File: src/rtl/regfile_read_arbiter_if.sv
// Bus between the shared register-file read port arbiter and its environment.
// Groups the requester side (valid/addr/ready), the shared read mux
// (mux_sel/mux_data) and the tagged response handshake. clock/reset_n stay
// plain ports on the arbiter.
//   slave  : arbiter side (drives req_ready, mux_sel, rsp_*)
//   master : environment side (requesters, read mux, response consumer)
interface regfile_read_arbiter_if #(
  parameter int WIDTH = 32,
  parameter int NREQ  = 4,
  parameter int IDW   = $clog2(NREQ)
);
  logic [NREQ-1:0]       req_valid;
  logic [NREQ-1:0][4:0]  req_addr;   // entry i occupies bits [5i+4:5i]
  logic [NREQ-1:0]       req_ready;
  logic [4:0]            mux_sel;
  logic [WIDTH-1:0]      mux_data;
  logic                  rsp_valid;
  logic [IDW-1:0]        rsp_id;
  logic [4:0]            rsp_addr;
  logic [WIDTH-1:0]      rsp_data;
  logic                  rsp_ready;

  modport slave (
    input  req_valid, req_addr, mux_data, rsp_ready,
    output req_ready, mux_sel, rsp_valid, rsp_id, rsp_addr, rsp_data
  );

  modport master (
    output req_valid, req_addr, mux_data, rsp_ready,
    input  req_ready, mux_sel, rsp_valid, rsp_id, rsp_addr, rsp_data
  );
endinterface

File: src/rtl/regfile_read_arbiter.sv
// Round-robin arbiter sharing one 32-entry register-file read port among
// NREQ requesters. Each cycle at most one pending request is granted, its
// address drives the shared mux select, and the mux output is captured into
// a one-entry response register returned with the requester tag.
// Ports:
//   clock    - rising-edge clock
//   reset_n  - asynchronous active-low reset
//   bus      - regfile_read_arbiter_if.slave: req_valid/req_addr/req_ready,
//              mux_sel/mux_data, rsp_valid/rsp_id/rsp_addr/rsp_data/rsp_ready
module regfile_read_arbiter #(
  parameter int WIDTH   = 32,
  parameter int NREQ    = 4,
  parameter int ZERO_R0 = 1,
  parameter int IDW     = $clog2(NREQ)
) (
  input  logic                    clock,
  input  logic                    reset_n,
  regfile_read_arbiter_if.slave   bus
);

  logic [IDW-1:0]   rr_ptr;
  logic [4:0]       sel_q;      // last granted address, held when idle
  logic             rsp_valid_q;
  logic [IDW-1:0]   rsp_id_q;
  logic [4:0]       rsp_addr_q;
  logic [WIDTH-1:0] rsp_data_q;

  logic             can_issue;
  logic             gnt_vld;
  logic [IDW-1:0]   gnt_id;
  logic [IDW-1:0]   cand;
  logic [4:0]       gnt_addr;

  // Response slot is free if empty or being drained at this edge, so a
  // drain and a new load can share the same cycle.
  assign can_issue = !rsp_valid_q || bus.rsp_ready;

  // Scan from rr_ptr upward modulo NREQ. Walking the offsets from high to low
  // lets the lowest offset (closest to rr_ptr) overwrite earlier hits.
  always_comb begin
    gnt_vld = 1'b0;
    gnt_id  = '0;
    cand    = '0;
    for (int k = NREQ - 1; k >= 0; k--) begin
      cand = IDW'((int'(rr_ptr) + k) % NREQ);
      if (can_issue && reset_n && bus.req_valid[cand]) begin
        gnt_vld = 1'b1;
        gnt_id  = cand;
      end
    end
  end

  assign gnt_addr      = bus.req_addr[gnt_id];
  assign bus.req_ready = gnt_vld ? (NREQ'(1) << gnt_id) : '0;
  assign bus.mux_sel   = gnt_vld ? gnt_addr : sel_q;

  always_ff @(posedge clock or negedge reset_n) begin
    if (!reset_n) begin
      rr_ptr      <= '0;
      sel_q       <= '0;
      rsp_valid_q <= 1'b0;
      rsp_id_q    <= '0;
      rsp_addr_q  <= '0;
      rsp_data_q  <= '0;
    end else if (gnt_vld) begin
      rr_ptr      <= IDW'((int'(gnt_id) + 1) % NREQ);
      sel_q       <= gnt_addr;
      rsp_valid_q <= 1'b1;
      rsp_id_q    <= gnt_id;
      rsp_addr_q  <= gnt_addr;
      rsp_data_q  <= (ZERO_R0 != 0 && gnt_addr == 5'd0) ? '0 : bus.mux_data;
    end else if (rsp_valid_q && bus.rsp_ready) begin
      rsp_valid_q <= 1'b0;
    end
  end

  assign bus.rsp_valid = rsp_valid_q;
  assign bus.rsp_id    = rsp_id_q;
  assign bus.rsp_addr  = rsp_addr_q;
  assign bus.rsp_data  = rsp_data_q;

endmodule

File: src/flat_wrapper.sv
// flat-port wrapper written by rule: the top's interface ports become plain ports
module regfile_read_arbiter_flat 
#(
  parameter int WIDTH   = 32,
  parameter int NREQ    = 4,
  parameter int ZERO_R0 = 1,
  parameter int IDW     = $clog2(NREQ)
)
  (clock, reset_n, bus_req_valid, bus_req_addr, bus_mux_data, bus_rsp_ready, bus_req_ready, bus_mux_sel, bus_rsp_valid, bus_rsp_id, bus_rsp_addr, bus_rsp_data);
  regfile_read_arbiter_if #(.WIDTH(WIDTH), .NREQ(NREQ), .IDW(IDW)) bus_i ();
  input  logic clock;
  input  logic reset_n;
  input wire logic [$bits(bus_i.req_valid)-1:0] bus_req_valid;
  input wire logic [$bits(bus_i.req_addr)-1:0] bus_req_addr;
  input wire logic [$bits(bus_i.mux_data)-1:0] bus_mux_data;
  input wire logic [$bits(bus_i.rsp_ready)-1:0] bus_rsp_ready;
  output wire logic [$bits(bus_i.req_ready)-1:0] bus_req_ready;
  output wire logic [$bits(bus_i.mux_sel)-1:0] bus_mux_sel;
  output wire logic [$bits(bus_i.rsp_valid)-1:0] bus_rsp_valid;
  output wire logic [$bits(bus_i.rsp_id)-1:0] bus_rsp_id;
  output wire logic [$bits(bus_i.rsp_addr)-1:0] bus_rsp_addr;
  output wire logic [$bits(bus_i.rsp_data)-1:0] bus_rsp_data;
  assign bus_i.req_valid = bus_req_valid;
  assign bus_i.req_addr = bus_req_addr;
  assign bus_i.mux_data = bus_mux_data;
  assign bus_i.rsp_ready = bus_rsp_ready;
  assign bus_req_ready = bus_i.req_ready;
  assign bus_mux_sel = bus_i.mux_sel;
  assign bus_rsp_valid = bus_i.rsp_valid;
  assign bus_rsp_id = bus_i.rsp_id;
  assign bus_rsp_addr = bus_i.rsp_addr;
  assign bus_rsp_data = bus_i.rsp_data;
  regfile_read_arbiter #(.WIDTH(WIDTH), .NREQ(NREQ), .ZERO_R0(ZERO_R0), .IDW(IDW)) u_core (.clock(clock), .reset_n(reset_n), .bus(bus_i));
endmodule
File: config.mk
export PLATFORM = sky130hd
export DESIGN_NAME = regfile_read_arbiter_flat
export DESIGN_NICKNAME = d
export VERILOG_FILES = /design/src/rtl/regfile_read_arbiter_if.sv /design/src/rtl/regfile_read_arbiter.sv /design/src/flat_wrapper.sv
export SDC_FILE = /design/constraint.sdc
export NUM_CORES = 1
export LEC_CHECK = 0
export BUFFER_PORTS_ARGS = -buffer_cell sky130_fd_sc_hd__buf_2
export CAP_MARGIN = 20
export CORE_UTILIZATION = 38
export CTS_CLUSTER_DIAMETER = 60
export DETAILED_ROUTE_END_ITERATION = 12
export GPL_TIMING_DRIVEN = 0
export PLACE_DENSITY = 0.67
export SLEW_MARGIN = 20
export SYNTH_ARGS = -nofsm -noshare
export SYNTH_HDL_FRONTEND = slang
export SYNTH_SLANG_ARGS = --single-unit
File: constraint.sdc
create_clock -name clock -period 2.8 [get_ports clock]
set_clock_uncertainty 0.2 [all_clocks]
set_input_delay 0.28 -clock clock [delete_from_list [all_inputs] [get_ports clock]]
set_output_delay 0.28 -clock clock [all_outputs]
set_load 0.01 [all_outputs]
[After elaboration in Yosys (flattened, before gate mapping)]
Index checks and enable logic that the tools add are counted.
Storage, ports and cells
  bits in registers: 47
  logic and storage cells: 49
Cells by class
  add/sub/neg operators: 4
  order comparisons: 5
  shifts and indexed selects: 1
  mux-type cells: 23
  reduce and logical (&&, ||, !) cells: 10
Operators by type and width (number)
  $mux W32: 1
  $lt A2 B3 Y1 const B: 5
  $bmux W5 S2: 1
  $mux W1: 10
  $mux W5: 2
  $bmux W1 S2: 4
  $mux W2: 4
  $logic_and A1 B1 Y1: 6
  $logic_not A5 Y1: 1
  $add A2 B1 Y2 const B: 2
  $add A2 B2 Y2 const B: 2
  $mux W4: 1
  $shl A1 B2 Y4 const A: 1
  $reduce_bool A2 Y1: 1
  $logic_not A1 Y1: 1
  $logic_or A1 B1 Y1: 1

[Longest topological paths before layout]
Gate-level depths: netlist (run 1).
  word-level depth: 12
  gate-level depth with buffers: 8
  gate-level depth less buffers: 6

[Worst setup path before layout (run 1)]
Ideal clock, no wire load.
  path kind: reg2out
  from: reg u_core.rr_ptr[1]
  to: out bus_mux_sel[0]
  data arrival time: 1.870 ns
  data required time: 2.320 ns
  setup slack: 0.450 ns
  stages on the path, launching flop included: 9
  buffers on the path: 2
  cell sequence: dfrtp_1 > nand2b_1 > a211o_1 > a21oi_2 > nand2_1 > a22o_1 > buf_4 > buf_4 > nor2_1
Between the ends
  word-level cells in the longest chain between the ends: 11
  elaborated cells between the ends (all ways): 26
  those cells by class: add/sub (3); mux (19); reduce/logical (4)
Ends and longest elaborated chain
  start: declaration: line regfile_read_arbiter.sv:21  | logic [IDW-1:0] rr_ptr;
  start signal: assignment: line regfile_read_arbiter.sv:66  | rr_ptr <= IDW'((int'(gnt_id) + 1) % NREQ);
  $add A2 B2 Y2: line regfile_read_arbiter.sv:45  | cand = IDW'((int'(rr_ptr) + k) % NREQ);
  $bmux W1 S2: line regfile_read_arbiter.sv:46  | if (can_issue && reset_n && bus.req_valid[cand]) begin
  $mux W1 (implied by the code): line regfile_read_arbiter.sv:46
  $logic_and A1 B1 Y1: line regfile_read_arbiter.sv:46
  $mux W2 (4 in a row): line regfile_read_arbiter.sv:46
  $bmux W5 S2: line regfile_read_arbiter.sv:53  | assign gnt_addr = bus.req_addr[gnt_id];
  $mux W5 (implied by the code): line regfile_read_arbiter.sv:53
  $mux W5 *: line regfile_read_arbiter.sv:55  | assign bus.mux_sel = gnt_vld ? gnt_addr : sel_q;
  end: declaration: line flat_wrapper.sv:18  | output wire logic [$bits(bus_i.mux_sel)-1:0] bus_mux_sel;
Mark *: on every way between the ends. The rest lies on a longest branch, timed or not. The select of a mux whose other input is x is not followed.

[Worst setup path after layout (run 1)]
  from: reg u_core.rr_ptr[1]
  to: out bus_mux_sel[1]
Same word-level chain as after synthesis.

==> run_results.csv, run 1 <==
group,metric,value,unit
final_layout,drive_gt1_share,42.4,%
critical_path,critPathMaxStageDelay,0.43,ns
final_layout,antenna_cells,0,
timing,hold_viol_final,0,
placed_design,portBuffers,107,
critical_path,reg2reg_slack,0.45,ns
global_route,antenna_found_initial,0,
synthesis,yosysSeqAreaShare,51.1,%
routing,viasPerCell,5.00,
synthesis,syn_area,0.00230,mm^2
power,p_int,1.41,mW
global_route,grt_pass1_wl,8930,um
global_route,grt_max_degree,48,
placed_design,gp_congestion,0.827,
critical_path,arrival,2.29,ns
critical_path,r2r_start,"u_core.rr_ptr[1]",
synthesis,syn-instance-count,208,
timing,setup_violations,0,
floorplan,io_pins,108,
critical_path,reg2reg_to,"u_core.bus.rsp_data[26]",
clock_tree,root_buffer,"clkbuf_8",
placed_design,hpwl,4180,um
floorplan,coreArea,0.00568,mm^2
clock_tree,cts_max_level,2,
timing,relSlewSlack,52.9,%
timing,timing.fmax,361,MHz
power,p_per_area,667,mW/mm^2
critical_path,critical_path.startpoint_type,"register",
power,p_clk_share,20.9,%
critical_path,crit_required,2.32,ns
routing,num_vias,2008,
placed_design,post-place-cells,387,
timing,finalCriticalPeriod,2.77,ns
placed_design,dpl_cell_area,0.00293,mm^2
timing,hold_ws,0.0432,ns
outcome,status,"completed",
global_route,grt_pass1_vias,1969,
placed_design,dpl_worst_slack,-0.797,ns
global_route,grt_usage,18.2,%
synthesis,syn-num-nets,271,
critical_path,worst-path-buf-inv,3,
clock_tree,cts_tree,"done",
synthesis,synth_cell_type_count,24,
power,swShare,32.9,%
timing,setup_slack,0.0303,ns
worst_hold_path,min-delay-start,"bus_mux_data[16]",
global_route,grt-ovfl-total,0,
routing,drc,0,
critical_path,crit_slowest_cell,"dfrtp_1",
critical_path,path_depth,9,
power,power.switching,694,uW
timing,period_share,98.9,%
final_layout,nFillCells,540,
floorplan,die_w,79.9,um
timing,worst_slew_pin_slew,0.706,ns
worst_hold_path,hp-class,"primary input to register",
critical_path,end_kind,"primary output",
critical_path,critPathMaxFanout,6,
clock_tree,cts.sinks,47,
floorplan,rows,27,
routing,ant_nets,0,
floorplan,dieArea,0.00638,mm^2
synthesis,yosys_warnings,0,
critical_path,critical_path.cell_chain,"nand2b_4 -> a211o_1 -> a21oi_4 -> buf_4 -> clkbuf_16 -> mux2i_1 -> nand2_1 -> a22o_1 -> buf_2",
worst_hold_path,holdPathEnd,"u_core.bus.rsp_data[16]",
final_layout,syn_to_final_growth,37.3,%
final_layout,design_area,0.00316,mm^2
final_layout,fin_nets,392,
worst_hold_path,whs_path_depth,3,
timing,setup_tns,0,ns
critical_path,rr_worst_depth,8,
routing,drtPass1Iterations,4,
run,cap_violations,0,
power,comb_power_share,35.5,%
clock_tree,cts_inserted_buffers,5,
final_layout,stdcell_count,402,
clock_tree,path_clk_slew,0.08,ns
routing,drt_iter0_drc,78,
critical_path,critPathKind,"register to primary output",
synthesis,synth_seq_cells,47,
power,ir_drop,0.361,mV
power,p_leak,1.68,nW
power,power_frac_seq,43.6,%
routing,drt-total-wl,5740,um
synthesis,syn_area_per_cell,11.1,um^2
timing,rsz0062_at_grt,"true",
floorplan,start_util,40.6,%
clock_tree,insertion_delay,0.30,ns
clock_tree,clk_path_buf_depth,2,
critical_path,cp_top_family,"compound AO/OA/AOI/OAI gates",
routing,wl_per_cell,14.3,um
timing,slew_viol_final,0,
floorplan,fp.dieH,79.9,um
power groups by stage:
stage / logic (mW) / registers, mW / clock network, mW
6_report: 0.748 / 0.919 / 0.440
5_1_grt: 0.829 / 0.941 / 0.483
4_1_cts: 0.735 / 0.918 / 0.457
3_5_place_dp: 0.712 / 0.930 / 0
3_3_place_gp: 0.699 / 0.925 / 0
2_1_floorplan: 0.348 / 0.995 / 0
cells in the final DEF, fill, tap and decap left out, types with 5 or more instances in the layout:
| cell | instances |
|---|---|
| nand2_1 | 16 |
| and2_1 | 5 |
| nand2b_1 | 5 |
| buf_2 | 109 |
| nor4_1 | 5 |
| dfrtp_1 | 47 |
| a21oi_1 | 39 |
| nor2_1 | 7 |
| mux2i_1 | 41 |
| clkbuf_8 | 7 |
| a22o_1 | 9 |
| buf_4 | 10 |
how the worst max path moves through the flow:
stage | from | endpoint
after floorplan | u_core.rr_ptr[1] | bus_mux_sel[0]
after global placement | reset_n | bus_mux_sel[0]
after global routing | u_core.rr_ptr[1] | bus_mux_sel[4]
final | u_core.rr_ptr[1] | bus_mux_sel[1]
after CTS | u_core.rr_ptr[1] | bus_mux_sel[0]
after detailed placement | reset_n | bus_mux_sel[0]
metal layers:
metal  vias to the layer above  GRT usage, %  wire (um)
li1                        982             -          -
met1                       957          22.0       2490
met2                        61          32.6       2900
met3                         8          3.20        257
met4                         0          6.07         88
met5                         -             0          0
layout make-up:
class                           count  area (um^2)  area share [%]
Sequential cell                    47         1180            37.2
Buffer                             14         98.8            3.13
Timing Repair Buffer              114          634            20.1
Tap cell                           72         90.1            2.85
Inverter                            3         11.3           0.356
Clock buffer                        8          100            3.17
Multi-Input combinational cell    144         1050            33.2
tightest hold or removal path, stage by stage:
cell	delay (ns)
buf_2	0.07
mux2i_1	0.05
a21oi_1	0.10
cell usage after synthesis, drive strengths merged:
cell type,instances,area [um^2]
o21a,1,7.51
nor3,1,5.00
nand3b,1,7.51
and2,5,31.3
mux2i,42,420
and3,2,17.5
ha,4,50.1
nand2,16,60.1
nand2b,6,37.5
nor4,6,52.6
buf,11,75.1
a22oi,1,12.5
or2,1,6.26
a21oi,40,204
a22o,9,78.8
a211o,1,8.76
nor2,8,30.0
dfrtp,47,1180
inv,3,11.3
clkbuf,3,11.3
sequential cells by signal, summed over array words and instances (netlist names):
| register | count |
|---|---|
| u_core.bus.rsp_addr | 5 |
| u_core.bus.rsp_data | 32 |
| u_core.bus.rsp_id | 2 |
| u_core.bus.rsp_valid | 1 |
| u_core.rr_ptr | 2 |
| u_core.sel_q | 5 |
timing repair:
item	in CTS	in global routing
pin swaps	3	2
endpoints found under the hold margin	47	0
endpoints found under the setup margin	51	5
gates resized for setup	5	5
hold buffers	2	0
setup buffers	3	1
cloned	0	1
per-stage QoR:
step / util, % / total power, mW
detailed placement: 51.6 / 1.64
finish: 55.7 / 2.11
global route: 55.7 / 2.25
floorplan: - / 1.34
global placement: 51.6 / 1.62
CTS: 54.8 / 2.11
cell families after synthesis:
group,count (synthesis),share of synthesized area [%]
adder cells (fa/ha/maj),4,2.17
buffers and inverters,17,4.24
AND/OR/NAND/NOR,46,10.8
flip-flops,47,51.1
AO/OA/AOI/OAI,52,13.5
multiplexers,42,18.3
No activity file was read; power rests on OpenSTA's default activity.
==> run 2: changes to the inputs <==
--- a/config.mk
+++ b/config.mk
@@ -10,7 +10,6 @@
 export CORE_UTILIZATION = 38
 export CTS_CLUSTER_DIAMETER = 60
 export DETAILED_ROUTE_END_ITERATION = 12
-export GPL_TIMING_DRIVEN = 0
 export PLACE_DENSITY = 0.67
 export SLEW_MARGIN = 20
 export SYNTH_ARGS = -nofsm -noshare
==> run 2 against run 1 <==
Against the previous run:
- die area did not move
- largest cell class unchanged
- core utilization fell by 1.8 points
- global-route usage fell by 0.36 points
- hold slack improved by 0.0079 ns
- cell count fell by 2.2%
- non-clock buffer count fell by 9
- first-iteration DRC count fell by 32%
==> run_results.csv, run 2 (synthesis gave the netlist of run 1 again) <==
group,metric,value,unit
outcome,status,"completed",
global_route,grt_max_degree,44,
critical_path,critical_path.startpoint_type,"register",
critical_path,r2r_start,"u_core.rr_ptr[1]",
routing,ant_nets,0,
routing,viasPerCell,4.98,
critical_path,endpoint,"bus_mux_sel[4]",
timing,timing.fmax,368,MHz
power,power.switching,680,uW
clock_tree,cts_inserted_buffers,5,
placed_design,hpwl,4010,um
timing,relSlewSlack,64.4,%
clock_tree,clk_path_buf_depth,2,
timing,period_share,97.1,%
power,p_per_area,674,mW/mm^2
critical_path,critPathMaxFanout,8,
worst_hold_path,hp-class,"primary input to register",
critical_path,crit_required,2.32,ns
floorplan,io_pins,108,
final_layout,largest_reg_flops,32,
floorplan,coreArea,0.00568,mm^2
global_route,antenna_found_initial,0,
floorplan,start_util,40.6,%
global_route,grt_pass1_vias,1920,
floorplan,die_w,79.9,um
final_layout,drive_gt1_share,42.4,%
timing,hold_viol_final,0,
floorplan,fp.dieH,79.9,um
timing,worst_slew_pin_slew,0.533,ns
routing,drc,0,
floorplan,dieArea,0.00638,mm^2
global_route,grt_usage,17.9,%
final_layout,nFillCells,547,
power,comb_power_share,34.3,%
clock_tree,root_buffer,"clkbuf_8",
critical_path,critPathLaunch,"u_core.rr_ptr[1]",
timing,finalCriticalPeriod,2.72,ns
final_layout,mostFrequentLayoutCells,"buf_2 (107), dfrtp_1 (47), mux2i_1 (40)",
critical_path,reg2reg_slack,0.47,ns
final_layout,final_common_cell,"buf_2",
routing,wl_per_cell,13.9,um
floorplan,rows,27,
timing,slew_viol_final,0,
routing,num_vias,1957,
clock_tree,cts.sinks,47,
power,ir_drop,0.353,mV
clock_tree,cts_tree,"done",
clock_tree,cts_max_level,2,
final_layout,fin_nets,383,
timing,setup_violations,0,
final_layout,antenna_cells,0,
final_layout,syn_to_final_growth,32.8,%
power,power_frac_seq,44.4,%
clock_tree,path_clk_slew,0.08,ns
power,p_int,1.38,mW
final_layout,stdcell_count,393,
global_route,grt_pass1_wl,8850,um
run,cap_violations,0,
critical_path,end_kind,"primary output",
critical_path,reg2reg_to,"u_core.bus.rsp_data[10]",
placed_design,gp_congestion,0.903,
power,power,2.06,mW
placed_design,portBuffers,107,
critical_path,rr_worst_depth,8,
routing,drtPass1Iterations,4,
critical_path,arrival,2.24,ns
critical_path,critPathKind,"register to primary output",
routing,drt-total-wl,5470,um
placed_design,post-place-cells,382,
power,swShare,33.0,%
power,p_clk_share,21.3,%
clock_tree,insertion_delay,0.29,ns
global_route,grt-ovfl-total,0,
routing,drt_iter0_drc,53,
power,p_leak,1.63,nW
-- run 2: final cells by class --
cell class	instances	area [um^2]	share of cell area, %
flip-flops and latches	47	1180	38.4
multi-input cells	144	1050	34.2
repair buffers	119	636	20.8
clock buffers	8	100	3.27
well taps	72	90.1	2.94
inverters	3	11.3	0.368
-- run 2: through the flow --
stage          utilization, %  hold slack [ns]  TNS [ns]  setup slack [ns]  cell area [um^2]
6_report                 53.9           0.0512         0            0.0822              3060
5_1_grt                  53.9           0.0512   -0.0744           -0.0343              3060
4_1_cts                  53.3           0.0429         0            0.0147              3020
3_5_place_dp             51.3          -0.0761         0             0.344              2910
3_3_place_gp             51.3          -0.0792         0             0.405              2910
2_1_floorplan               -           -0.216         0             0.450              2300
-- run 2: how the worst min path moves through the flow --
stage / startpoint / cells past startpoint / to / slack, ns
4_1_cts: bus_mux_data[25] / 3 / u_core.bus.rsp_data[25] / 0.04
3_3_place_gp: reset_n / 1 / u_core.rr_ptr[1] / -0.08
3_5_place_dp: reset_n / 1 / u_core.rr_ptr[1] / -0.08
6_report: bus_mux_data[26] / 3 / u_core.bus.rsp_data[26] / 0.05
5_1_grt: bus_mux_data[8] / 3 / u_core.bus.rsp_data[8] / 0.05
2_1_floorplan: reset_n / 0 / u_core.bus.rsp_addr[0] / -0.22
-- run 2: critical path: stages (launching register included) --
cell and delay [ns]:
dfrtp_1 0.41, nand2b_1 0.17, a211o_1 0.28, a21oi_2 0.18
buf_6 0.18, mux2i_2 0.26, a21oi_2 0.09, a22o_1 0.22
buf_2 0.14
-- run 2: routing by layer --
metal	vias to the layer above	track usage, %	part of all wire [%]
met3	7	3.09	3.7
met1	935	21.4	44
li1	961	-	-
met2	54	31.6	50
met5	-	0	0
met4	0	7.14	1.5
-- run 2: timing repair --
action	in CTS	in global routing
gates resized for setup	0	8
setup endpoints to repair	0	7
endpoints found under the hold margin	4	0
buffers inserted	0	1
hold buffers	1	0
-- run 2: power by group through the flow --
stage	Sequential, mW	Combinational (mW)	Clock, mW
floorplan	0.995	0.348	0
global placement	0.925	0.688	0
detailed placement	0.932	0.696	0
CTS	0.920	0.700	0.459
global route	0.934	0.786	0.487
finish	0.916	0.707	0.439
==> run 3: changes to the inputs <==
==> constraint.sdc (replaced) <==
create_clock -name clock -period 2.8 [get_ports clock]
set_clock_uncertainty 0.2 [all_clocks]
set_input_delay 0.14 -clock clock [delete_from_list [all_inputs] [get_ports clock]]
set_output_delay 0.14 -clock clock [all_outputs]
set_load 0.01 [all_outputs]
==> run 3 against run 2 <==
Against the previous run:
- fmax up 1.3%
- global-route usage rose by 0.59 points
- final area increased by 13%
- die area stayed put
- sequential share of layout area shrank 4.5 points
- largest power group unchanged
==> run_results.csv, run 3 (synthesis gave the netlist of run 1 again) <==
group,metric,value,unit
outcome,status,"completed",
timing,period_share,95.8,%
routing,drc,0,
routing,drtPass1Iterations,4,
routing,ant_nets,0,
floorplan,coreArea,0.00568,mm^2
final_layout,mostFrequentLayoutCells,"buf_2 (108), dfrtp_1 (47), mux2i_1 (41)",
global_route,grt_usage,18.5,%
placed_design,dpl_cell_area,0.00292,mm^2
routing,drt-total-wl,5920,um
floorplan,fp.dieH,79.9,um
floorplan,dieArea,0.00638,mm^2
floorplan,start_util,40.6,%
global_route,grt_pass1_vias,2133,
timing,worst_slew_pin_slew,0.513,ns
global_route,grt_max_degree,34,
clock_tree,cts.sinks,47,
final_layout,largest_reg_flops,32,
final_layout,antenna_cells,0,
timing,setup_slack,0.118,ns
clock_tree,cts_inserted_buffers,5,
critical_path,end_kind,"primary output",
timing,finalCriticalPeriod,2.68,ns
global_route,grt-ovfl-total,0,
clock_tree,cts_tree,"done",
global_route,antenna_found_initial,0,
final_layout,nFillCells,477,
global_route,grt_pass1_wl,9190,um
final_layout,drive_gt1_share,38.4,%
timing,setup_violations,0,
critical_path,worst-path-buf-inv,2,
final_layout,fin_nets,424,
critical_path,critPathKind,"register to primary output",
floorplan,die_w,79.9,um
critical_path,crit_required,2.46,ns
timing,hold_viol_final,0,
final_layout,design_area,0.00347,mm^2
timing,timing.fmax,373,MHz
final_layout,final_common_cell,"buf_2",
power,p_per_area,632,mW/mm^2
power,p_leak,1.82,nW
final_layout,syn_to_final_growth,50.5,%
critical_path,critical_path.cell_chain,"nand2b_1 -> a211o_1 -> a21oi_2 -> buf_6 -> mux2i_1 -> a21oi_1 -> a22o_1 -> buf_2",
placed_design,hpwl,3880,um
clock_tree,clk_path_buf_depth,2,
clock_tree,cts_max_level,2,
run,cap_violations,0,
critical_path,crit_slowest_cell,"dfrtp_1",
placed_design,gp_congestion,0.877,
routing,drt_iter0_drc,73,
critical_path,cp_top_family,"compound AO/OA/AOI/OAI gates",
clock_tree,path_clk_slew,0.09,ns
critical_path,critPathMaxFanout,7,
power,ir_drop,0.320,mV
timing,hold_ws,0.0253,ns
floorplan,io_pins,108,
routing,wl_per_cell,13.6,um
timing,slew_viol_final,0,
floorplan,rows,27,
critical_path,critical_path.startpoint_type,"register",
clock_tree,root_buffer,"clkbuf_8",
placed_design,dpl_worst_slack,0.392,ns
worst_hold_path,hp-class,"primary input to register",
clock_tree,insertion_delay,0.30,ns
routing,viasPerCell,4.98,
critical_path,arrival,2.34,ns
timing,relSlewSlack,65.5,%
critical_path,critPathMaxStageDelay,0.43,ns
routing,num_vias,2163,
placed_design,portBuffers,107,
==> run 3: changes by cell type in the layout (fill, tap and decap cells not counted), sizes merged <==
cell / delta
dlygate4sd3: +35
buf: +7
clkbuf: -4
bufinv: +1
clkinv: +1
inv: +1
==> run 3: cell type report <==
| cell class | instances | area (um^2) | share of cell area (%) |
|---|---|---|---|
| Sequential cell | 47 | 1180 | 33.9 |
| Timing Repair Buffer | 160 | 1040 | 29.9 |
| Multi-Input combinational cell | 144 | 1040 | 29.9 |
| Tap cell | 72 | 90.1 | 2.60 |
| Clock buffer | 5 | 68.8 | 1.98 |
| Clock inverter | 3 | 47.5 | 1.37 |
| Inverter | 3 | 11.3 | 0.325 |
==> run 3: metrics by stage <==
step	instances	total power [mW]	setup TNS [ns]	utilization [%]
5_1_grt	434	2.33	-0.0203	61.1
3_5_place_dp	381	1.63	0	51.4
4_1_cts	425	2.18	0	59.8
3_3_place_gp	381	1.61	0	51.4
6_report	434	2.19	0	61.1
2_1_floorplan	208	1.34	0	-
==> run 3: power by group <==
| group | total (mW) | switching (mW) | internal [mW] | leakage, nW |
|---|---|---|---|---|
| sequential | 0.921 | 0.0828 | 0.838 | 0.562 |
| combinational | 0.759 | 0.396 | 0.363 | 1.20 |
| clock | 0.510 | 0.240 | 0.271 | 0.0587 |
| total | 2.19 | 0.719 | 1.47 | 1.82 |
==> run 3: final timing paths <==
path,start,endpoint,slack (ns),cells after the start
max,u_core.rr_ptr[1],bus_mux_sel[2],0.12,8
min,bus_req_addr[15],u_core.sel_q[0],0.03,4
max reg2reg,u_core.rr_ptr[1],u_core.bus.rsp_data[31],0.30,9
min reg2reg,u_core.bus.rsp_id[1],u_core.bus.rsp_id[1],0.30,2
max in group asynchronous,reset_n,u_core.bus.rsp_data[23],1.66,3
min in group asynchronous,reset_n,u_core.bus.rsp_valid,0.24,3
==> run 3: worst reg2reg max path: stages, from the launching register on <==
cell      delay, ns
dfrtp_1        0.43
nand2b_1       0.17
a211o_1        0.33
a21oi_2        0.19
buf_2          0.21
buf_4          0.13
a21oi_1        0.06
a22oi_2        0.18
buf_4          0.33
a21oi_1        0.14
==> run 3: metal layers <==
metal	track usage, %	part of all wire, %	up-vias	wire length, um
li1	-	-	1041	-
met1	19.6	41	1036	2420
met2	35.7	52	74	3080
met3	3.43	5.5	12	326
met4	6.79	1.5	0	87
met5	0	0	-	0
==> run 3: what timing repair did <==
item                                    CTS  global route
resized for setup                         0             2
endpoints found under the setup margin    0             6
setup buffers                             0             8
hold buffers                             36             0
hold endpoints to repair                 80             0
